===== src/rtl/ycr_arb_pkg.sv =====
// Shared encodings for the 2-way arbiter and its response router.
package ycr_arb_pkg;

   localparam logic [1:0] GNT_M0   = 2'b00;
   localparam logic [1:0] GNT_M1   = 2'b01;
   localparam logic [1:0] GNT_NONE = 2'b11;

   typedef logic tag_t;

   localparam tag_t TAG_M0 = 1'b0;
   localparam tag_t TAG_M1 = 1'b1;

   localparam logic CMD_RD = 1'b0;
   localparam logic CMD_WR = 1'b1;

endpackage


===== src/rtl/ycr_tag_fifo.sv =====
// In-order FIFO of master ids, one entry per outstanding shared-port request.
module ycr_tag_fifo
   import ycr_arb_pkg::*;
#(
   parameter int DEPTH = 2,
   localparam int PW   = $clog2(DEPTH),
   localparam int CW   = PW + 1
) (
   input  logic          clk,
   input  logic          rstn,
   input  logic          push_i,
   input  logic          push_tag_i,
   input  logic          pop_i,
   output logic          head_tag_o,
   output logic          full_o,
   output logic          empty_o,
   output logic [CW-1:0] count_o
);

   tag_t          mem_q [DEPTH];
   logic [PW-1:0] wr_ptr_q, wr_ptr_d;
   logic [PW-1:0] rd_ptr_q, rd_ptr_d;
   logic [CW-1:0] count_q, count_d;
   logic          do_push, do_pop;

   assign full_o     = (count_q == CW'(DEPTH));
   assign empty_o    = (count_q == '0);
   assign count_o    = count_q;
   assign head_tag_o = mem_q[rd_ptr_q];

   assign do_push = push_i & ~full_o;
   assign do_pop  = pop_i & ~empty_o;

   always_comb begin
      wr_ptr_d = do_push ? wr_ptr_q + 1'b1 : wr_ptr_q;
      rd_ptr_d = do_pop  ? rd_ptr_q + 1'b1 : rd_ptr_q;
      count_d  = count_q;
      unique case ({do_push, do_pop})
         2'b10:   count_d = count_q + 1'b1;
         2'b01:   count_d = count_q - 1'b1;
         default: count_d = count_q;
      endcase
   end

   always_ff @(posedge clk) begin
      if (!rstn) begin
         wr_ptr_q <= '0;
         rd_ptr_q <= '0;
         count_q  <= '0;
      end else begin
         wr_ptr_q <= wr_ptr_d;
         rd_ptr_q <= rd_ptr_d;
         count_q  <= count_d;
      end
   end

   // NOTE: storage is not reset; an entry is only read while count says it is valid.
   always_ff @(posedge clk) begin
      if (do_push) mem_q[wr_ptr_q] <= push_tag_i;
   end

endmodule


===== src/rtl/ycr_arb2_resp_router.sv =====
// Forwards the granted master onto the shared port and steers in-order responses back.
module ycr_arb2_resp_router
   import ycr_arb_pkg::*;
#(
   parameter int AW     = 32,
   parameter int DW     = 32,
   parameter int OUTSTD = 2
) (
   input  logic          clk,
   input  logic          rstn,
   input  logic [1:0]    gnt,
   output logic          ack,
   input  logic          m0_req,
   input  logic          m0_cmd,
   input  logic [AW-1:0] m0_addr,
   input  logic [DW-1:0] m0_wdata,
   output logic          m0_req_ack,
   output logic          m0_resp,
   output logic [DW-1:0] m0_rdata,
   input  logic          m1_req,
   input  logic          m1_cmd,
   input  logic [AW-1:0] m1_addr,
   input  logic [DW-1:0] m1_wdata,
   output logic          m1_req_ack,
   output logic          m1_resp,
   output logic [DW-1:0] m1_rdata,
   output logic          s_req,
   output logic          s_cmd,
   output logic [AW-1:0] s_addr,
   output logic [DW-1:0] s_wdata,
   input  logic          s_req_ack,
   input  logic          s_resp,
   input  logic [DW-1:0] s_rdata,
   output logic          err_stray
);

   localparam int CW = $clog2(OUTSTD) + 1;
   localparam logic [CW-1:0] MAX_CNT = CW'(OUTSTD);

   tag_t          sel, head_tag;
   logic          gnt_valid, sel_req, acc, pop, stray;
   logic          fifo_full, fifo_empty;
   logic [CW-1:0] fifo_count;

   logic          m0_resp_q, m0_resp_d, m1_resp_q, m1_resp_d;
   logic [DW-1:0] m0_rdata_q, m0_rdata_d, m1_rdata_q, m1_rdata_d;
   logic          err_stray_q, err_stray_d;

   // 2'b10 is not a legal grant and is treated exactly like GNT_NONE.
   assign gnt_valid = (gnt == GNT_M0) || (gnt == GNT_M1);
   assign sel       = gnt[0];
   assign sel_req   = (sel == TAG_M1) ? m1_req : m0_req;

   assign s_req   = gnt_valid & sel_req & ~fifo_full;
   assign s_cmd   = gnt_valid ? ((sel == TAG_M1) ? m1_cmd   : m0_cmd)   : CMD_RD;
   assign s_addr  = gnt_valid ? ((sel == TAG_M1) ? m1_addr  : m0_addr)  : '0;
   assign s_wdata = gnt_valid ? ((sel == TAG_M1) ? m1_wdata : m0_wdata) : '0;

   assign acc        = s_req & s_req_ack;
   assign ack        = acc;
   assign m0_req_ack = acc & (sel == TAG_M0);
   assign m1_req_ack = acc & (sel == TAG_M1);

   assign pop   = s_resp & ~fifo_empty;
   assign stray = s_resp & fifo_empty;

   ycr_tag_fifo #(.DEPTH(OUTSTD)) u_tag_fifo (
      .clk        (clk),
      .rstn       (rstn),
      .push_i     (acc),
      .push_tag_i (sel),
      .pop_i      (pop),
      .head_tag_o (head_tag),
      .full_o     (fifo_full),
      .empty_o    (fifo_empty),
      .count_o    (fifo_count)
   );

   // NOTE: every output of this block gets a default first, so no latch is inferred.
   always_comb begin
      m0_resp_d   = 1'b0;
      m1_resp_d   = 1'b0;
      m0_rdata_d  = m0_rdata_q;
      m1_rdata_d  = m1_rdata_q;
      err_stray_d = err_stray_q | stray;
      if (pop) begin
         if (head_tag == TAG_M1) begin
            m1_resp_d  = 1'b1;
            m1_rdata_d = s_rdata;
         end else begin
            m0_resp_d  = 1'b1;
            m0_rdata_d = s_rdata;
         end
      end
   end

   // NOTE: non-blocking assignments keep every register update on the same clock edge.
   always_ff @(posedge clk) begin
      if (!rstn) begin
         m0_resp_q   <= 1'b0;
         m1_resp_q   <= 1'b0;
         m0_rdata_q  <= '0;
         m1_rdata_q  <= '0;
         err_stray_q <= 1'b0;
      end else begin
         m0_resp_q   <= m0_resp_d;
         m1_resp_q   <= m1_resp_d;
         m0_rdata_q  <= m0_rdata_d;
         m1_rdata_q  <= m1_rdata_d;
         err_stray_q <= err_stray_d;
      end
   end

   assign m0_resp   = m0_resp_q;
   assign m1_resp   = m1_resp_q;
   assign m0_rdata  = m0_rdata_q;
   assign m1_rdata  = m1_rdata_q;
   assign err_stray = err_stray_q;

   a_count_bounded : assert property (@(posedge clk) disable iff (!rstn) fifo_count <= MAX_CNT);

endmodule


===== config.mk =====
export PLATFORM = sky130hd
export DESIGN_NAME = ycr_arb2_resp_router
export DESIGN_NICKNAME = d
export VERILOG_FILES = /design/src/rtl/ycr_arb_pkg.sv /design/src/rtl/ycr_tag_fifo.sv /design/src/rtl/ycr_arb2_resp_router.sv
export SDC_FILE = /design/constraint.sdc
export NUM_CORES = 1
export LEC_CHECK = 0
export ABC_CLOCK_PERIOD_IN_PS = 5400
export BUFFER_PORTS_ARGS = -buffer_cell sky130_fd_sc_hd__buf_4
export CORE_AREA = 2 2 120 122
export DETAILED_ROUTE_END_ITERATION = 7
export DIE_AREA = 0 0 122 124
export GPL_TIMING_DRIVEN = 0
export HOLD_SLACK_MARGIN = 0.08
export SYNTH_ARGS = -nofsm -noshare
export SYNTH_HDL_FRONTEND = slang
export SYNTH_SLANG_ARGS = --single-unit

===== constraint.sdc =====
create_clock -name clk -period 5.4 [get_ports clk]
set_input_delay 0.81 -clock clk [delete_from_list [all_inputs] [get_ports clk]]
set_output_delay 0.81 -clock clk [all_outputs]
set_load 0.005 [all_outputs]

* After elaboration in Yosys (flattened, before gate mapping)
Memory sizes are Yosys's and may differ from the RTL's. A register that Yosys moved wholly into a read port is not among the register bits.
Index checks and enable logic that the tools add are counted.
** Storage, ports and cells
- Memories kept :: 1
- Output and inout bits :: 136
- Word-level logic and storage cells :: 52
- Bits in latches :: 0
- Input port bits :: 170
- ROM bits :: 0
- Flip-flop bits (word level) :: 71
- Memory bits (writable) :: 2
** Operators by class
- Muxes and demuxes :: 14
- Reductions and logical operators :: 7
- Equal/unequal tests :: 4
- Divide/modulo/power cells :: 0
- Multiply operators :: 0
- Bitwise logic cells :: 14
- Shift operators :: 0
- $lt $le $gt $ge :: 0
- Add/subtract/negate cells :: 4
** Memories
- u_tag_fifo.mem_q :: depth 2, bits a word 1, rd ports 1, clocked after Yosys merged registers in 1, write ports 1, RTL line ycr_tag_fifo.sv:20 : tag_t mem_q [DEPTH];
** Operators with widths (number)
- $mux W32 :: 4
- $and A1 B1 Y1 :: 9
- $mux W1 :: 9
- $reduce_and A2 Y1 :: 3
- $eq A2 B1 Y1 const B :: 2
- $eq A2 B2 Y1 const B :: 2
- $logic_not A2 Y1 :: 2
- $not A1 Y1 :: 4
- $pmux W2 S2 :: 1
- $add A1 B1 Y1 const B :: 2
- $add A2 B1 Y2 const B :: 1
- $reduce_bool A2 Y1 :: 1
- $sub A2 B1 Y2 const B :: 1
- $logic_or A1 B1 Y1 :: 1
- $or A1 B1 Y1 :: 1

* Depth between registers and ports, before layout
Gate-level depths: netlist of run 1.
- Depth in word-level cells :: 8
- Mapped depth :: 9
- Mapped depth without buffers :: 7

* Modules after synthesis
Synthesis of run 1 repeated with hierarchy kept, for this count alone.
** Unflattened totals
- Cell total of the unflattened synthesis :: 434
- Area, all modules :: 3851.2 µm²
** By module, submodules not included
- ycr_arb2_resp_router :: instances 1, area an instance 3543.4 µm², seq. area each 1341.3 µm², cells each 405
- ycr_tag_fifo :: instances 1, area an instance 307.8 µm², seq. area each 160.2 µm², cells each 29

* Worst setup path before layout of run 1
Ideal clock, no wire load.
- Path kind :: input to output
- Start :: input gnt[0]
- End :: output m1_req_ack
- Data arrival time :: 1641 ps
- Path buffers :: 2
- Slack :: 2949 ps
- Stages on the path :: 5
- Cell sequence :: buf_2 -> mux2_4 -> and3_1 -> buf_6 -> and2_1
** On the way
- Longest elaborated chain between the ends :: 6
- Elaborated cells on any way between the ends :: 8
- Classes of those cells :: eq/ne: 1; mux: 1; bitwise: 4; reduce/logical: 2
** RTL lines
- start, declared :: RTL line ycr_arb2_resp_router.sv:11 : input logic [1:0] gnt,
- $eq A2 B1 Y1 or $logic_not A2 Y1 (tied branches) :: RTL line ycr_arb2_resp_router.sv:50 : assign gnt_valid = (gnt == GNT_M0) || (gnt == GNT_M1);
- $logic_or A1 B1 Y1 :: RTL line ycr_arb2_resp_router.sv:50
- $and A1 B1 Y1 * (2 in series) :: RTL line ycr_arb2_resp_router.sv:54 : assign s_req = gnt_valid & sel_req & ~fifo_full;
- $and A1 B1 Y1 * :: RTL line ycr_arb2_resp_router.sv:59 : assign acc = s_req & s_req_ack;
- via ack :: RTL line ycr_arb2_resp_router.sv:12 : output logic ack,
- $and A1 B1 Y1 * :: RTL line ycr_arb2_resp_router.sv:62 : assign m1_req_ack = acc & (sel == TAG_M1);
- end, declared :: RTL line ycr_arb2_resp_router.sv:24 : output logic m1_req_ack,
The timed path passes the listed nets; every way through them passes the cells marked *.

* Final worst setup path of run 1
- Start :: input gnt[1]
- End :: output s_addr[13]
** On the way
- Longest elaborated chain between the ends :: 3
- Elaborated cells on any way between the ends :: 4
- Classes of those cells :: eq/ne: 1; mux: 1; reduce/logical: 2
** RTL lines
- $eq A2 B1 Y1 or $logic_not A2 Y1 (tied branches) :: RTL line ycr_arb2_resp_router.sv:50
- $logic_or A1 B1 Y1 * :: RTL line ycr_arb2_resp_router.sv:50
- $mux W32 * :: RTL line ycr_arb2_resp_router.sv:56 : assign s_addr = gnt_valid ? ((sel == TAG_M1) ? m1_addr : m0_addr) : '0;
- end, declared :: RTL line ycr_arb2_resp_router.sv:29 : output logic [AW-1:0] s_addr,
Mark *: on every way between the ends. The rest lies on a longest branch, timed or not.

==> summary.log, run 1 <==
qor: outcome.outcome finished clean
qor: synth.synth_cells 432
qor: global_route.grt_antenna_before_repair 0
qor: worst_setup_path.worst_setup_path_start_kind primary input
qor: place.detailed_place_hpwl 13.2 mm
qor: floorplan.chipWidth 122 um
qor: clock_network.cts_made_buffers 9
qor: place.gp_routability_congestion 0.886
qor: clock_network.tritoncts built
qor: synth.post_synth_instance_area 3890 um^2
qor: floorplan.die_height 124 um
qor: synth.synth.ff_latch_count 74
qor: floorplan.die_area 15,100 um^2
qor: clock_network.cts_htree_levels 3
qor: place.place_inst 916
qor: synth.netlist.area_leader.share 37.1%
qor: timing.layout_min_cycle_time 2.87 ns
qor: timing.finalCritPeriodShare 53.2%
qor: clock_network.clockBufferDepth 2
qor: finish.mostFrequentLayoutCell buf_4
qor: timing.tns 0 ns
qor: synth.synth_sequential_area_ratio 38.6%
qor: clock_network.cts.sinks 74
qor: detailed_routing.via_per_inst 4.45
qor: worst_setup_path.critPathMaxFanout 10
qor: detailed_routing.drtIter0Drc 193
qor: floorplan.start_util 28.3%
qor: clock_network.ctsRootBufferMaster clkbuf_16
qor: detailed_routing.vias 4,142
qor: place.numPortBuffers 304
qor: pwr.leakagePower 3.27 nW
qor: synth.mappedNetlistNets 603
qor: timing.setup_violations 0
qor: synth.synth_warnings 0
qor: detailed_routing.routed_wire_length_per_instance 16.7 um
qor: global_route.grt_pass1_wl 21.9 mm
qor: synth.synth_area_leaders dfxtp_1 37%, mux2i_1 33%, nand2_1 9.4%, nor2_1 6.6%, buf_12 1.5%
qor: timing.fin_hold_ws 0.455 ns
qor: clock_network.hold_buf_count_cts 0
qor: job.maxCapViolations 0
qor: finish.final_core_util 48.8%
qor: hold_path.hold_path_class reg2reg
qor: finish.final_std_cells_w_o_fill 931
qor: synth.synth_area_in_compound_gates 0.869%
qor: timing.slew_viol_final 0
qor: global_route.globalRouteTotalUtil 19.2%
qor: synth.synth_xor_xnor_area_share 0.676%
qor: global_route.global_route.overflow_total 0
qor: worst_setup_path.setup.worst_path.class in2out
qor: finish.insertedDiodeCount 0
qor: detailed_routing.drc_errors 0
qor: timing.timing_hold_violations_final 0
qor: synth.post_synth_simple_gate_area 18.9%
qor: timing.max_slew.worst_pin.slew 0.540 ns
qor: clock_network.postCtsSetupBuffers 0
qor: clock_network.cts-resized-gates 0
qor: synth.cell_type_contributing_the_most_total_cell_area_after_synthesis dfxtp_1
qor: timing.finClkSkew 0.00377 ns
qor: clock_network.insertion_delay 0.33 ns
qor: worst_setup_path.critPathArrivalTime 2.06 ns
qor: hold_path.hold-path-cell-count 2
qor: worst_setup_path.worst-endpoint-required 4.59 ns
qor: clock_network.clk_transition_reported_paths 0.06 ns
qor: pwr.vdd_drop_max 0.000151 V
qor: synth.yosysUniqueCellTypes 28
qor: floorplan.io_pins 306
qor: synth.main_combinational_cell_family_by_area_after_synthesis multiplexers
qor: synth.synth-adder-area-share 0.322%
qor: worst_setup_path.worstSetupEndpointType output port
qor: global_route.first_global_vias 4,011
qor: detailed_routing.drtPass1Iterations 5
qor: finish.most-common-layout-cells 308 x buf_4, 130 x mux2i_1, 97 x nand2_1
qor: worst_setup_path.reg2reg_path_depth 7
qor: synth.post_synth_mux_area_share 34.2%
qor: floorplan.core-area 13,700 um^2
qor: floorplan.rows 43
qor: detailed_routing.drt.antenna.violating_nets 0
qor: finish.num-nets-final 918
qor: pwr.p_per_cell_area 244 nW/um^2
qor: finish.area_growth_from_synthesis_to_final_layout 72.1%
qor: synth.synth_area_per_cell 9.00 um^2
qor: detailed_routing.routed_wl 15.5 mm
qor: timing.rsz_0062_raised_after_global_routing false
qor: timing.maxClockFrequency 0.348 GHz
qor: finish.final_layout_size_suffix_gt1_share 45.5%
qor: worst_setup_path.ff2ff_setup_slack 3.50 ns
qor: global_route.grt_max_degree 13
qor: timing.maxSlewHeadroom 64.0%
==> cell families after synthesis <==
| logic type | Yosys count |
|---|---|
| simple gates | 181 |
| mux | 132 |
| flops | 74 |
| buf+inv | 37 |
| compound gates | 4 |
| xor+xnor | 3 |
| fa+ha+maj | 1 |
==> path summary, 6_finish.rpt <==
path,startpoint,endpoint
worst max-delay path,gnt[1],s_addr[13]
worst min-delay path,m1_rdata[1],m1_rdata[1]
worst min register to register,m1_rdata[1],m1_rdata[1]
worst max register to register,u_tag_fifo.count_o[0],u_tag_fifo.count_o[1]
==> final cells by class <==
class	count	area, um^2
Buffer	35	241
Clock inverter	4	51.3
Timing Repair Buffer	304	2280
Multi-Input combinational cell	321	2140
Sequential cell	74	1500
Tap cell	180	225
Clock buffer	11	243
Inverter	2	7.51
Fill cell	1350	7030
==> state kept, by name, summed over array words and instances (netlist names), named ones only <==
name,cells
err_stray,1
m1_rdata,32
m0_rdata,32
u_tag_fifo.rd_ptr_q,1
m0_resp,1
m1_resp,1
u_tag_fifo.wr_ptr_q,1
u_tag_fifo.mem_q,2
u_tag_fifo.count_o,2
==> power breakdown <==
group	total, mW	switching, mW	internal [mW]
sequential	0.612	0.0249	0.587
combinational	0.433	0.181	0.252
clock	0.588	0.219	0.368
total	1.63	0.425	1.21
==> metal layers <==
| metal | track usage, % | up-vias | routed length (um) |
|---|---|---|---|
| li1 | - | 2054 | - |
| met4 | 7.18 | 0 | 412 |
| met1 | 21.6 | 1874 | 5950 |
| met5 | 0 | - | 0 |
| met2 | 34.6 | 194 | 7850 |
| met3 | 5.36 | 20 | 1300 |
==> worst max-delay path, stage by stage <==
cell and delay [ns]:
buf_4 0.10, clkbuf_1 0.42, buf_1 0.39, nor2_1 0.17, buf_4 0.17
==> Yosys cell counts <==
| library cell | instances |
|---|---|
| nor2b_1 | 2 |
| a21boi_1 | 1 |
| nand2_1 | 97 |
| buf_1 | 2 |
| a21oi_1 | 1 |
| o21ai_0 | 1 |
| edfxtp_1 | 2 |
| nor2_1 | 68 |
| nor2b_4 | 1 |
| nor2_4 | 1 |
| xnor2_1 | 3 |
| mux2_4 | 1 |
| buf_6 | 5 |
| mux2i_2 | 1 |
| buf_12 | 3 |
| ha_1 | 1 |
| mux2i_1 | 130 |
| inv_1 | 2 |
| buf_2 | 7 |
| and3b_1 | 1 |
| clkbuf_1 | 14 |
| buf_4 | 4 |
| dfxtp_1 | 72 |
| and3_1 | 1 |
| or3_1 | 1 |
| and2_1 | 7 |
| o21ai_4 | 1 |
| nand2b_1 | 2 |
==> per-stage QoR <==
step	worst slack, ns	total power, mW	cell area, um^2
2_1_floorplan	2.95	0.815	3890
3_3_place_gp	2.52	1.05	6390
3_5_place_dp	2.50	1.06	6390
4_1_cts	2.50	1.65	6690
5_1_grt	2.42	1.71	6690
6_report	2.53	1.63	6690
Note: power is estimated with default switching activity, not from simulation.
==> run 2: changes to the inputs <==
- ABC_AREA: not set -> 1
- ABC_CLOCK_PERIOD_IN_PS: 5400 -> 2500
- CORE_AREA: 2 2 120 122 -> 2 2 117 119
- DIE_AREA: 0 0 122 124 -> 0 0 119 121
- PLACE_DENSITY: not set -> 0.66
- clock period: 5.4 -> 2.5 ns (I/O delays scaled with it)
==> run 2 against run 1 <==
  * Clock skew increased by 0.0017 ns
  * Register-to-register slack worse by 2.9 ns
  * Combinational power increased by 100%
  * Critical path type unchanged
  * Largest cell class unchanged
  * Largest power group unchanged
==> summary.log, run 2 <==
qor: clock_network.hold_buf_count_cts 0 [unchanged]
qor: worst_setup_path.worstReg2RegEnd u_tag_fifo.count_o[1] [unchanged]
qor: synth.mappedNetlistNets 817 [was 603]
qor: synth.post_synth_simple_gate_area 41.2% [was 18.9%]
qor: worst_setup_path.critPathMaxFanout 10 [unchanged]
qor: clock_network.cts.sinks 74 [unchanged]
qor: clock_network.insertion_delay 0.33 ns [about the same]
qor: synth.synth_area_in_compound_gates 9.81% [was 0.869%]
qor: worst_setup_path.critPathCapture s_wdata[14] [was s_addr[13]]
qor: synth.netlist.area_leader.share 37.1% [about the same]
qor: timing.finClkSkew 0.00550 ns [was 0.00377 ns]
qor: timing.layout_min_cycle_time 2.04 ns
qor: place.gp_routability_congestion 0.846 [was 0.886]
qor: clock_network.cts_htree_levels 3 [unchanged]
qor: synth.synth-main-ff-cell dfxtp_1 [unchanged]
qor: timing.slew_viol_final 0 [unchanged]
qor: pwr.vdd_drop_max 0.000255 V [was 0.000151 V]
qor: worst_setup_path.ff2ff_setup_slack 0.63 ns [was 3.50 ns]
qor: job.maxCapViolations 0 [unchanged]
qor: floorplan.die_height 121 um [was 124 um]
qor: timing.max_slew.worst_pin.slew 0.603 ns [was 0.540 ns]
qor: clock_network.cts_made_buffers 9 [unchanged]
qor: detailed_routing.routed_wl 15.6 mm [was 15.5 mm]
qor: global_route.grt_antenna_before_repair 0 [unchanged]
qor: synth.post_synth_mux_area_share 0% [was 34.2%]
qor: timing.maxSlewHeadroom 59.8% [was 64.0%]
qor: floorplan.core-area 13,100 um^2 [was 13,700 um^2]
qor: floorplan.io_pins 306 [unchanged]
qor: detailed_routing.drc_errors 0 [unchanged]
qor: worst_setup_path.reg2reg_path_depth 8 [was 7]
qor: clock_network.clk_transition_reported_paths 0.06 ns [about the same]
qor: synth.synth_sequential_area_ratio 38.6% [about the same]
qor: synth.synth.ff_latch_count 74 [unchanged]
qor: global_route.global_route.overflow_total 0 [unchanged]
qor: detailed_routing.routed_wire_length_per_instance 13.7 um [was 16.7 um]
qor: timing.fin_hold_ws 0.303 ns [was 0.455 ns]
qor: synth.synth_area_per_cell 6.02 um^2 [was 9.00 um^2]
qor: global_route.globalRouteTotalUtil 21.2% [was 19.2%]
qor: detailed_routing.via_per_inst 4.35 [was 4.45]
qor: worst_setup_path.worstReg2RegStart u_tag_fifo.count_o[0] [unchanged]
qor: global_route.grt_pass1_wl 24.0 mm [was 21.9 mm]
qor: finish.mostFrequentLayoutCell buf_4 [unchanged]
qor: finish.final_layout_size_suffix_gt1_share 35.7% [was 45.5%]
qor: synth.synth_area_leaders dfxtp_1 37%, nand2_1 26%, nor2_1 13%, a21oi_1 9.0%, inv_1 4.1% [was dfxtp_1 37%, mux2i_1 33%, nand2_1 9.4%, nor2_1 6.6%, buf_12 1.5%]
qor: worst_setup_path.worst-endpoint-required 2.12 ns [was 4.59 ns]
qor: detailed_routing.drt.antenna.violating_nets 0 [unchanged]
qor: timing.tns 0 ns [unchanged]
qor: timing.finalCritPeriodShare 81.6%
qor: worst_setup_path.cp-startpoint gnt[1] [unchanged]
qor: worst_setup_path.critPathArrivalTime 1.66 ns [was 2.06 ns]
qor: place.detailed_place_hpwl 12.9 mm [was 13.2 mm]
qor: finish.area_growth_from_synthesis_to_final_layout 72.0% [was 72.1%]
qor: finish.num-nets-final 1,132 [was 918]
qor: global_route.grt_max_degree 12 [was 13]
qor: clock_network.ctsRootBufferMaster clkbuf_16 [unchanged]
qor: synth.main_combinational_cell_family_by_area_after_synthesis simple AND/OR/NAND/NOR gates [was multiplexers]
qor: floorplan.rows 42 [was 43]
qor: synth.yosysUniqueCellTypes 21 [was 28]
qor: synth.netlist_top_cells_count 267 x nand2_1, 139 x nor2_1, 72 x dfxtp_1, 70 x a21oi_1, 42 x inv_1 [was 130 x mux2i_1, 97 x nand2_1, 72 x dfxtp_1, 68 x nor2_1, 14 x clkbuf_1]
qor: synth.cell_type_contributing_the_most_total_cell_area_after_synthesis dfxtp_1 [unchanged]
qor: clock_network.tritoncts built [unchanged]
qor: floorplan.chipWidth 119 um [was 122 um]
qor: synth.yosys.cell_count.top_type nand2_1 [was mux2i_1]
qor: floorplan.die_area 14,400 um^2 [was 15,100 um^2]
qor: detailed_routing.drtIter0Drc 273 [was 193]
qor: finish.most-common-layout-cells 308 x buf_4, 267 x nand2_1, 139 x nor2_1 [was 308 x buf_4, 130 x mux2i_1, 97 x nand2_1]
qor: place.numPortBuffers 304 [unchanged]
qor: synth.asyncSetResetFlopFracSynth 0% [unchanged]
qor: worst_setup_path.setup.worst_path.class in2out [unchanged]
qor: timing.rsz_0062_raised_after_global_routing false [unchanged]
qor: synth.synth-adder-area-share 0.322% [about the same]
qor: timing.timing_hold_violations_final 0 [unchanged]
qor: synth.synth_cells 646 [was 432]
qor: synth.synth_warnings 0 [unchanged]
qor: detailed_routing.vias 4,962 [was 4,142]
qor: floorplan.start_util 29.7% [was 28.3%]
qor: finish.insertedDiodeCount 0 [unchanged]
qor: detailed_routing.drtPass1Iterations 4 [was 5]
qor: pwr.p_per_cell_area 521 nW/um^2 [was 244 nW/um^2]
qor: timing.maxClockFrequency 0.490 GHz
qor: worst_setup_path.worstSetupEndpointType output port [unchanged]
qor: global_route.first_global_vias 4,712 [was 4,011]
qor: synth.post_synth_instance_area 3890 um^2 [about the same]
qor: clock_network.postCtsSetupBuffers 0 [unchanged]
qor: timing.setup_violations 0 [unchanged]
qor: pwr.leakagePower 3.56 nW [was 3.27 nW]
qor: synth.synth_xor_xnor_area_share 0% [was 0.676%]
qor: outcome.outcome finished clean [unchanged]
qor: synth.number_of_enable_flip_flop_cells_after_synthesis 2 [unchanged]
qor: hold_path.hold_path_class in2reg [was reg2reg]
qor: worst_setup_path.worst_setup_path_start_kind primary input [unchanged]
qor: clock_network.cts-resized-gates 0 [unchanged]
qor: clock_network.clockBufferDepth 2 [unchanged]
[run 2: cell types whose count changed in the layout (fill, tap and decap cells not counted), moves of 4 or more]
cell / delta
nand2_1: +170
mux2i_1: -130
nor2_1: +71
a21oi_1: +69
inv_1: +40
buf_2: +7
and2_1: -6
clkbuf_1: +4
[run 2: metrics by stage]
stage / std cells / cell area (um^2) / utilization, % / worst slack [ns] / total power, mW
after floorplan: 646 / 3890 / - / 0.856 / 1.71
after global placement: 1126 / 6390 / 48.8 / 0.378 / 2.22
after detailed placement: 1126 / 6390 / 48.8 / 0.397 / 2.23
after CTS: 1142 / 6690 / 51.1 / 0.395 / 3.52
after global routing: 1142 / 6690 / 51.1 / 0.324 / 3.67
final: 1142 / 6690 / 51.1 / 0.460 / 3.49
[run 2: worst min-delay path by stage]
stage | start | end | slack [ns] | depth (start not counted)
after floorplan | u_tag_fifo.rd_ptr_q | flop | 0.43 | 1
after global placement | u_tag_fifo.rd_ptr_q | flop | 0.43 | 1
after detailed placement | u_tag_fifo.rd_ptr_q | flop | 0.45 | 1
after CTS | gnt[0] | u_tag_fifo.mem_q[0] | 0.29 | 1
after global routing | gnt[0] | u_tag_fifo.mem_q[0] | 0.29 | 1
final | gnt[0] | u_tag_fifo.mem_q[0] | 0.30 | 1
[run 2: layout make-up]
class	instances	area, um^2
plain buffers	41	231
clock buffers	14	264
clock inverters	2	35.0
fillers	1359	6390
inverters	42	158
multi-input cells	489	2000
flip-flops and latches	74	1500
well taps	176	220
repair buffers	304	2280
[run 2: layer usage]
metal | vias to the layer above | track usage [%] | part of all wire, %
li1 | 2584 | - | -
met1 | 2165 | 23.1 | 38
met2 | 191 | 38.1 | 50
met3 | 22 | 7.24 | 9.4
met4 | 0 | 7.37 | 2.4
met5 | - | 0 | 0
[run 2: kinds of logic (layout without fill, tap and decap cells)]
family	Yosys count	count (layout)
compound gates	74	74
fa+ha+maj	1	1
buf+inv	83	403
flops	74	74
simple gates	414	414
[run 2: worst max-delay path: stages]
cell and delay [ns]:
buf_4 0.09, clkbuf_1 0.46, clkbuf_1 0.45, a21oi_1 0.11, buf_4 0.17
[run 2: power by group]
group / internal, mW / switching (mW) / total [mW]
clock network: 0.826 / 0.463 / 1.29
logic: 0.478 / 0.405 / 0.883
registers: 1.27 / 0.0466 / 1.31
total: 2.57 / 0.915 / 3.49
